$ cat src/rtl/mask_centroid.sv
// Frame centroid of a 1-bit pixel mask: accumulates sum(x), sum(y) and the masked-pixel count, then divides.
// Latency: tabulate sampled at edge T -> valid_out high for the cycle after edge T+ACC_W+1 (busy_out high ACC_W+1 cycles).
// Backpressure: none; pixels are accepted every cycle, and a tabulate pulse arriving while busy is dropped (frames merge).
module mask_centroid #(
  parameter int H_W   = 11,
  parameter int V_W   = 10,
  parameter int ACC_W = 32   // must cover H_W+V_W+H_W so a full frame of x sums cannot wrap
) (
  input  logic           clk_in,
  input  logic           rst_n_in,
  input  logic           valid_in,
  input  logic [H_W-1:0] x_in,
  input  logic [V_W-1:0] y_in,
  input  logic           mask_in,
  input  logic           tabulate_in,
  output logic [H_W-1:0] x_out,
  output logic [V_W-1:0] y_out,
  output logic           valid_out,
  output logic           busy_out
);

  localparam int CNT_W  = H_W + V_W;
  localparam int ACC_W1 = ACC_W + 1;
  localparam int BIT_W  = $clog2(ACC_W);

  typedef enum logic [1:0] {
    IDLE   = 2'd0,
    DIVIDE = 2'd1,
    DONE   = 2'd2
  } state_t;

  state_t             state_q, state_d;
  logic [ACC_W-1:0]   sum_x_q, sum_x_d;
  logic [ACC_W-1:0]   sum_y_q, sum_y_d;
  logic [CNT_W-1:0]   count_q, count_d;
  logic [ACC_W-1:0]   quo_x_q, quo_x_d;
  logic [ACC_W-1:0]   quo_y_q, quo_y_d;
  logic [ACC_W-1:0]   rem_x_q, rem_x_d;
  logic [ACC_W-1:0]   rem_y_q, rem_y_d;
  logic [CNT_W-1:0]   divisor_q, divisor_d;
  logic [BIT_W-1:0]   bit_q, bit_d;
  logic [H_W-1:0]     x_out_q, x_out_d;
  logic [V_W-1:0]     y_out_q, y_out_d;
  logic               valid_q, valid_d;
  logic               busy_q, busy_d;

  logic               pix_hit;
  logic               accept;
  logic [ACC_W-1:0]   acc_x;
  logic [ACC_W-1:0]   acc_y;
  logic [CNT_W-1:0]   acc_cnt;

  // One restoring-division step: shift the next dividend bit into the remainder,
  // subtract the divisor if it fits, and shift the resulting quotient bit in.
  // The dividend is held in the quotient register and consumed MSB-first.
  function automatic logic [2*ACC_W-1:0] div_step(
    input logic [ACC_W-1:0] rem,
    input logic [ACC_W-1:0] quo,
    input logic [CNT_W-1:0] dvs
  );
    logic [ACC_W:0]   trial;
    logic [ACC_W:0]   dext;
    logic [ACC_W-1:0] diff;
    trial = {rem, quo[ACC_W-1]};
    dext  = ACC_W1'(dvs);
    diff  = ACC_W'(trial - dext);
    if (trial >= dext) begin
      return {diff, quo[ACC_W-2:0], 1'b1};
    end else begin
      return {trial[ACC_W-1:0], quo[ACC_W-2:0], 1'b0};
    end
  endfunction

  // Frame totals including the pixel presented this cycle; this is what a
  // tabulate in this cycle snapshots, so a same-cycle pixel lands in the old frame.
  always_comb begin
    pix_hit = valid_in & mask_in;
    acc_x   = sum_x_q + (pix_hit ? ACC_W'(x_in) : '0);
    acc_y   = sum_y_q + (pix_hit ? ACC_W'(y_in) : '0);
    acc_cnt = count_q + CNT_W'(pix_hit);
    accept  = tabulate_in && (state_q == IDLE);
  end

  // Next-state logic: accumulators, divider datapath, FSM and registered outputs.
  always_comb begin
    state_d   = state_q;
    sum_x_d   = acc_x;
    sum_y_d   = acc_y;
    count_d   = acc_cnt;
    quo_x_d   = quo_x_q;
    quo_y_d   = quo_y_q;
    rem_x_d   = rem_x_q;
    rem_y_d   = rem_y_q;
    divisor_d = divisor_q;
    bit_d     = bit_q;
    x_out_d   = x_out_q;
    y_out_d   = y_out_q;
    valid_d   = 1'b0;

    // An accepted tabulate restarts the frame even when it was empty; a
    // tabulate while busy falls through and the frame keeps accumulating.
    if (accept) begin
      sum_x_d = '0;
      sum_y_d = '0;
      count_d = '0;
    end

    case (state_q)
      IDLE: begin
        if (accept && (acc_cnt != '0)) begin
          quo_x_d   = acc_x;
          quo_y_d   = acc_y;
          rem_x_d   = '0;
          rem_y_d   = '0;
          divisor_d = acc_cnt;
          bit_d     = BIT_W'(ACC_W - 1);
          state_d   = DIVIDE;
        end
      end
      DIVIDE: begin
        {rem_x_d, quo_x_d} = div_step(rem_x_q, quo_x_q, divisor_q);
        {rem_y_d, quo_y_d} = div_step(rem_y_q, quo_y_q, divisor_q);
        bit_d = bit_q - BIT_W'(1);
        if (bit_q == '0) begin
          state_d = DONE;
        end
      end
      DONE: begin
        // A centroid cannot exceed the largest coordinate, so truncation is lossless.
        x_out_d = quo_x_q[H_W-1:0];
        y_out_d = quo_y_q[V_W-1:0];
        valid_d = 1'b1;
        state_d = IDLE;
      end
      default: begin
        state_d = IDLE;
      end
    endcase

    busy_d = (state_d != IDLE);
  end

  // State registers; reset also aborts any division in flight.
  always_ff @(posedge clk_in or negedge rst_n_in) begin
    if (!rst_n_in) begin
      state_q   <= IDLE;
      sum_x_q   <= '0;
      sum_y_q   <= '0;
      count_q   <= '0;
      quo_x_q   <= '0;
      quo_y_q   <= '0;
      rem_x_q   <= '0;
      rem_y_q   <= '0;
      divisor_q <= '0;
      bit_q     <= '0;
      x_out_q   <= '0;
      y_out_q   <= '0;
      valid_q   <= 1'b0;
      busy_q    <= 1'b0;
    end else begin
      state_q   <= state_d;
      sum_x_q   <= sum_x_d;
      sum_y_q   <= sum_y_d;
      count_q   <= count_d;
      quo_x_q   <= quo_x_d;
      quo_y_q   <= quo_y_d;
      rem_x_q   <= rem_x_d;
      rem_y_q   <= rem_y_d;
      divisor_q <= divisor_d;
      bit_q     <= bit_d;
      x_out_q   <= x_out_d;
      y_out_q   <= y_out_d;
      valid_q   <= valid_d;
      busy_q    <= busy_d;
    end
  end

  assign x_out     = x_out_q;
  assign y_out     = y_out_q;
  assign valid_out = valid_q;
  assign busy_out  = busy_q;

endmodule
$ cat config.mk
export PLATFORM = sky130hd
export DESIGN_NAME = mask_centroid
export DESIGN_NICKNAME = d
export VERILOG_FILES = /design/src/rtl/mask_centroid.sv
export SDC_FILE = /design/constraint.sdc
export NUM_CORES = 1
export LEC_CHECK = 0
export BUFFER_PORTS_ARGS = -buffer_cell sky130_fd_sc_hd__buf_2
export CORE_MARGIN = 3
export CORE_UTILIZATION = 45
export DETAILED_ROUTE_END_ITERATION = 8
export GPL_TIMING_DRIVEN = 0
export PLACE_DENSITY = 0.57
export SKIP_CTS_REPAIR_TIMING = 1
export SLEW_MARGIN = 20
export SYNTH_ARGS = -nofsm -noshare
export SYNTH_HDL_FRONTEND = slang
export SYNTH_SLANG_ARGS = --single-unit
$ cat constraint.sdc
create_clock -name clk_in -period 6.22 [get_ports clk_in]
set_input_delay 1.244 -clock clk_in [delete_from_list [all_inputs] [get_ports clk_in]]
set_output_delay 1.244 -clock clk_in [all_outputs]
set_load 0.02 [all_outputs]
* Word-level counts from Yosys, hierarchy flattened
Cells that the tools add are included.
Storage, ports and cells: word-level logic and storage cells 55, flip-flop bits (word level) 264, input port bits 26, output and inout bits 23
Cells by class: reductions and logical operators 9, multiplexer cells 20, magnitude comparators 2, bitwise logic cells 1, equal/unequal tests 3, add/subtract/negate cells 6
Operators by type and width (number):
- $pmux W32 S2 | 4
- $mux W32 | 5
- $mux W64 | 2
- $ge A33 B21 Y1 | 2
- $sub A32 B21 Y32 | 2
- $add A32 B10 Y32 | 1
- $add A32 B11 Y32 | 1
- $add A21 B1 Y21 | 1
- $mux W21 | 1
- $reduce_bool A21 Y1 | 1
- $mux W11 | 1
- $mux W10 | 1
- $pmux W5 S2 | 1
- $logic_not A5 Y1 | 1
- $mux W5 | 1
- $sub A5 B1 Y5 const B | 1
- $mux W2 | 2
- $pmux W2 S2 | 1
- $reduce_and A2 Y1 | 2
- $reduce_bool A2 Y1 | 2
- $eq A2 B1 Y1 const B | 1
- $eq A2 B2 Y1 const B | 1
- $logic_and A1 B1 Y1 | 2
- $logic_not A2 Y1 | 1
- other kinds (3) | 3

* Longest topological paths before layout
depth in word-level cells 7, depth in mapped cells 15, depth with buffers taken out 12

* Worst setup path after synthesis
Ideal clock, no wire load.
path type input -> register, start point in valid_in, end point reg quo_y_q[4], required time 6094 ps, data arrival time 4266 ps, library setup time 126 ps, path buffers 3, setup slack 1828 ps, stages 14, cell sequence clkbuf_1 and2_1 ha_1 ha_1 nand3_1 nor2_2 and2_1 a31oi_1 or4_4 o41ai_2 buf_4 buf_6 nor2_1 a221o_1
Between the ends: cells in the longest elaborated chain, start to end 6, elaborated cells on any way between the ends 10, classes of those cells 2 x add/sub; 1 x eq/ne; 3 x mux; 1 x bitwise; 3 x reduce/logical
Ends and longest elaborated chain:
- start: declaration | RTL line 11 | input logic valid_in,
- $and A1 B1 Y1 (*) | RTL line 77 | pix_hit = valid_in & mask_in;
- $add A21 B1 Y21 | RTL line 80 | acc_cnt = count_q + CNT_W'(pix_hit);
- $reduce_bool A21 Y1 | RTL line 110 | if (accept && (acc_cnt != '0)) begin
- $logic_and A1 B1 Y1 | RTL line 110
- $ne A2 B1 Y1 (no source line)
- $reduce_and A2 Y1 (no source line)
- end signal: assignment | RTL line 166 | quo_y_q <= quo_y_d;
- end: declaration | RTL line 37 | logic [ACC_W-1:0] quo_y_q, quo_y_d;
Every way passes the cells marked *; elsewhere a longest branch is shown, timed or not. The select of a mux whose other input is x is not followed. A chain may end at the register's enable or synchronous reset.

* Worst setup path in the final report
start point in mask_in, end point reg quo_x_q[1]
Between the ends: cells in the longest elaborated chain, start to end 6, elaborated cells on any way between the ends 10, classes of those cells 2 x add/sub; 1 x eq/ne; 3 x mux; 1 x bitwise; 3 x reduce/logical
Ends and longest elaborated chain:
- start: declaration | RTL line 14 | input logic mask_in,
- $and A1 B1 Y1 (*) | RTL line 77
- $add A21 B1 Y21 | RTL line 80
- $reduce_bool A21 Y1 | RTL line 110
- $logic_and A1 B1 Y1 | RTL line 110
- $ne A2 B1 Y1 (no source line)
- $reduce_and A2 Y1 (no source line)
- end signal: assignment | RTL line 165 | quo_x_q <= quo_x_d;
- end: declaration | RTL line 36 | logic [ACC_W-1:0] quo_x_q, quo_x_d;
Marks and branches as above.

==> qor.csv <==
stage;metric;value;unit
worst_setup_path;path_max_fanout;10;
drt;wire_per_inst;19.8;um
sta;setup_slack;1.28;ns
worst_setup_path;path_depth;14;
worst_setup_path;cp_top_family;simple AND/OR/NAND/NOR gates;
worst_setup_path;ff2ff_setup_slack;2.28;ns
layout;fillers;3125;
worst_setup_path;critPathRequiredTime;6.62;ns
global_routing;grt_max_degree;72;
sta;setup_viol;0;
power;p_leak;7.51;nW
sta;final-hold-violation-count;0;
layout;num_antenna_cells;0;
worst_setup_path;cp_slowest_cell;or4_4;
sta;min_period;4.94;ns
power;combPwrFrac;0.474;
sta;slew_viol_final;0;
synth;synth_edf_count;0;
worst_hold_path;hold_depth;2;
sta;tightest_slew;1.12;ns
worst_setup_path;rr_startpoint;divisor_q[12]$_DFFE_PN0P_;
worst_setup_path;arrival;5.34;ns
layout;fin_cells;2192;
placed_design;numPortBuffers;46;
synth;synthTopCellsByArea;dfrtp_1, ha_1, o21ai_0, nor2_1, xor2_1;
worst_setup_path;slowest_delay;0.59;ns
die;core-area;33000;um^2
die;dieArea;36300;um^2
synth;yosys_warnings;0;
die;ios;49;
power;max-vdd-ir-drop;0.253;mV
synth;synth-seq-area-share;0.431;
clocking;clk_pin_slew_worst_paths;0.06;ns
worst_setup_path;crit_type;input pin to register;
clocking;clock_latency;0.52;ns
sta;fin_skew;0.0226;ns
layout;multi_input_area;8150;um^2
worst_hold_path;hold_class;register to register;
global_routing;grt_pass1_vias;12678;
placed_design;dpl.hpwl;31500;um
worst_setup_path;r2r_end;rem_x_q[16]$_DFFE_PN0P_;
clocking;h-tree-depth;2;
placed_design;finalWeightedCongestion;0.867;
synth;ys_ff_latch;264;
layout;area_growth;13.5;%
sta;max-slew-margin-rel;0.247;
die;die_w;191;um
power;p_seq_frac;0.301;
sta;setup-tns-final;0;ns
drt;firstDrtPassIters;5;
synth;async_reset_ff_frac;1.00;
power;p_int;5.33;mW
worst_setup_path;r2r_cells;12;
layout;fin_area;17400;um^2
drt;vias;12723;
worst_setup_path;worstSetupEndpointType;register;
worst_setup_path;worst_setup_path_start_kind;input pin;
global_routing;grt_overflow;0;
clocking;cts_tree;built;
worst_setup_path;path_cells;clkbuf_1 -> and2_1 -> ha_1 -> ha_1 -> nand3_1 -> nor2_2 -> and2_1 -> a31oi_1 -> or4_4 -> o41ai_2 -> buf_4 -> buf_6 -> nor2_1 -> a221o_1;
synth;synth-main-ff-cell;dfrtp_1;
clocking;cts_sinks;264;
power;power.density;528;nW/um^2
synth;synth_top_area_cell;dfrtp_1;
synth;syn-num-nets;1737;
placed_design;pre_cts_ws;0.824;ns
global_routing;groute.usage.overall;0.240;
die;start_util;0.464;
sta;worst_hold_slack;0.476;ns
clocking;clockBufferDepth;3;
power;switchingPower;3.87;mW
drt;viasPerCell;5.80;
worst_setup_path;path_buf_inv;3;
clocking;numCtsBuffers;34;
synth;ys_top_cells_by_count;dfrtp_1, nor2_1, o21ai_0;
synth;synth_cell_types;80;
placed_design;dp.cells;2132;
worst_setup_path;crit_start;mask_in;
sta;rsz0062_at_grt;no;
layout;nets;1822;
synth;synth_most_common_cell;dfrtp_1;
worst_setup_path;setup.worst_path.end;quo_x_q[1]$_DFFE_PN0P_;
power;swShare;0.420;
synth;netlist_area;15300;um^2
synth;synth_cells;1641;
drt;drc;0;
sta;fmax;202;MHz
layout;post-route-util;0.527;
layout;regArea;6610;um^2
clocking;clock-root-buffer;clkbuf_16;
drt;routed_wl;43300;um
drt;drtAntennaViolNets;0;
global_routing;grt_pass1_wl;69500;um
sta;fin_crit_sh;0.794;
layout;drive_gt1_frac;0.102;
die;die_h;191;um
synth;syn_area_per_cell;9.35;um^2
outcome;outcome;complete, no violations;
drt;dr.first_iter.drc_count;700;
placed_design;place_area;16200;um^2
power;p_total;9.19;mW
flow_run;drv_cap;0;
power;clkPwrFrac;0.224;
die;rows;66;
global_routing;antenna_found_initial;0;
synth;synth.top_cell.area_share;0.431;
placed cells by master, fill, tap and decap left out, types with 25 or more instances in the layout:
cell type	Yosys	layout
buf_2	20	65
nand3_1	96	96
nand4_1	25	25
nor2_1	166	166
clkbuf_16	0	34
clkbuf_1	57	59
xor2_1	68	68
ha_1	66	66
nor3_1	27	27
mux2i_1	34	34
nand2_1	113	113
inv_1	49	49
a22oi_1	43	43
xnor2_1	62	62
dfrtp_1	264	264
o21ai_0	138	138
a21oi_1	58	58
and3_1	44	44
power by group through the flow:
| stage | Sequential (mW) | Combinational (mW) | Clock (mW) |
|---|---|---|---|
| after detailed placement | 2.78 | 4.33 | 0 |
| after floorplan | 2.65 | 3.25 | 0 |
| after CTS | 2.76 | 4.34 | 2.11 |
| final | 2.77 | 4.36 | 2.06 |
| after global routing | 2.83 | 4.89 | 2.18 |
| after global placement | 2.78 | 4.24 | 0 |
cell families (layout without fill, tap and decap cells):
group | Yosys count | after routing | share of synthesized area
flip-flops | 264 | 264 | 0.431
buffers and inverters | 143 | 252 | 0.0392
XOR/XNOR | 130 | 130 | 0.0742
AO/OA/AOI/OAI | 403 | 403 | 0.174
AND/OR/NAND/NOR | 575 | 575 | 0.185
adder cells (fa/ha/maj) | 70 | 70 | 0.0590
multiplexers | 56 | 56 | 0.0383
tightest hold or removal path: cells and delay by family, from the launching register on:
kind            cells  cell delay [ns]
compound gates      1             0.06
flops               1             0.34
simple gates        1             0.04
state kept, by name, summed over array words and instances, names as in the netlist:
name       count
state_q        2
quo_x_q       32
quo_y_q       32
busy_out       1
divisor_q     21
rem_x_q       32
count_q       21
valid_out      1
y_out         10
bit_q          5
x_out         11
sum_y_q       32
rem_y_q       32
sum_x_q       32
final cells by class:
type	count	share of cell area
buffer	93	0.0238
clock buffer	47	0.0580
clock inverter	13	0.0101
inverter	50	0.0108
multi-input combinational	1234	0.468
sequential	264	0.379
tap	442	0.0318
timing repair buffer	49	0.0185
how the worst min path moves through the flow:
| stage | start | to | slack (ns) |
|---|---|---|---|
| after floorplan | bit_q[4]$_DFFE_PN0P_ | state_q[1]$_DFF_PN0_ | 0.45 |
| after global routing | y_out[5]$_DFFE_PN0P_ | y_out[5]$_DFFE_PN0P_ | 0.51 |
| after detailed placement | divisor_q[4]$_DFFE_PN0P_ | divisor_q[4]$_DFFE_PN0P_ | 0.47 |
| after global placement | bit_q[4]$_DFFE_PN0P_ | state_q[1]$_DFF_PN0_ | 0.46 |
| final | divisor_q[4]$_DFFE_PN0P_ | divisor_q[4]$_DFFE_PN0P_ | 0.48 |
| after CTS | bit_q[4]$_DFFE_PN0P_ | state_q[1]$_DFF_PN0_ | 0.48 |
metal layers:
layer / vias to the layer above / share of wire / routed length, um / track usage
met2: 312 / 0.46 / 19800 / 0.388
met1: 6225 / 0.46 / 20100 / 0.330
li1: 6100 / - / - / -
met4: 0 / 0.035 / 1500 / 0.0841
met5: - / 0 / 0 / 0
met3: 86 / 0.043 / 1860 / 0.0366
Power figures use the tool's default switching activity.
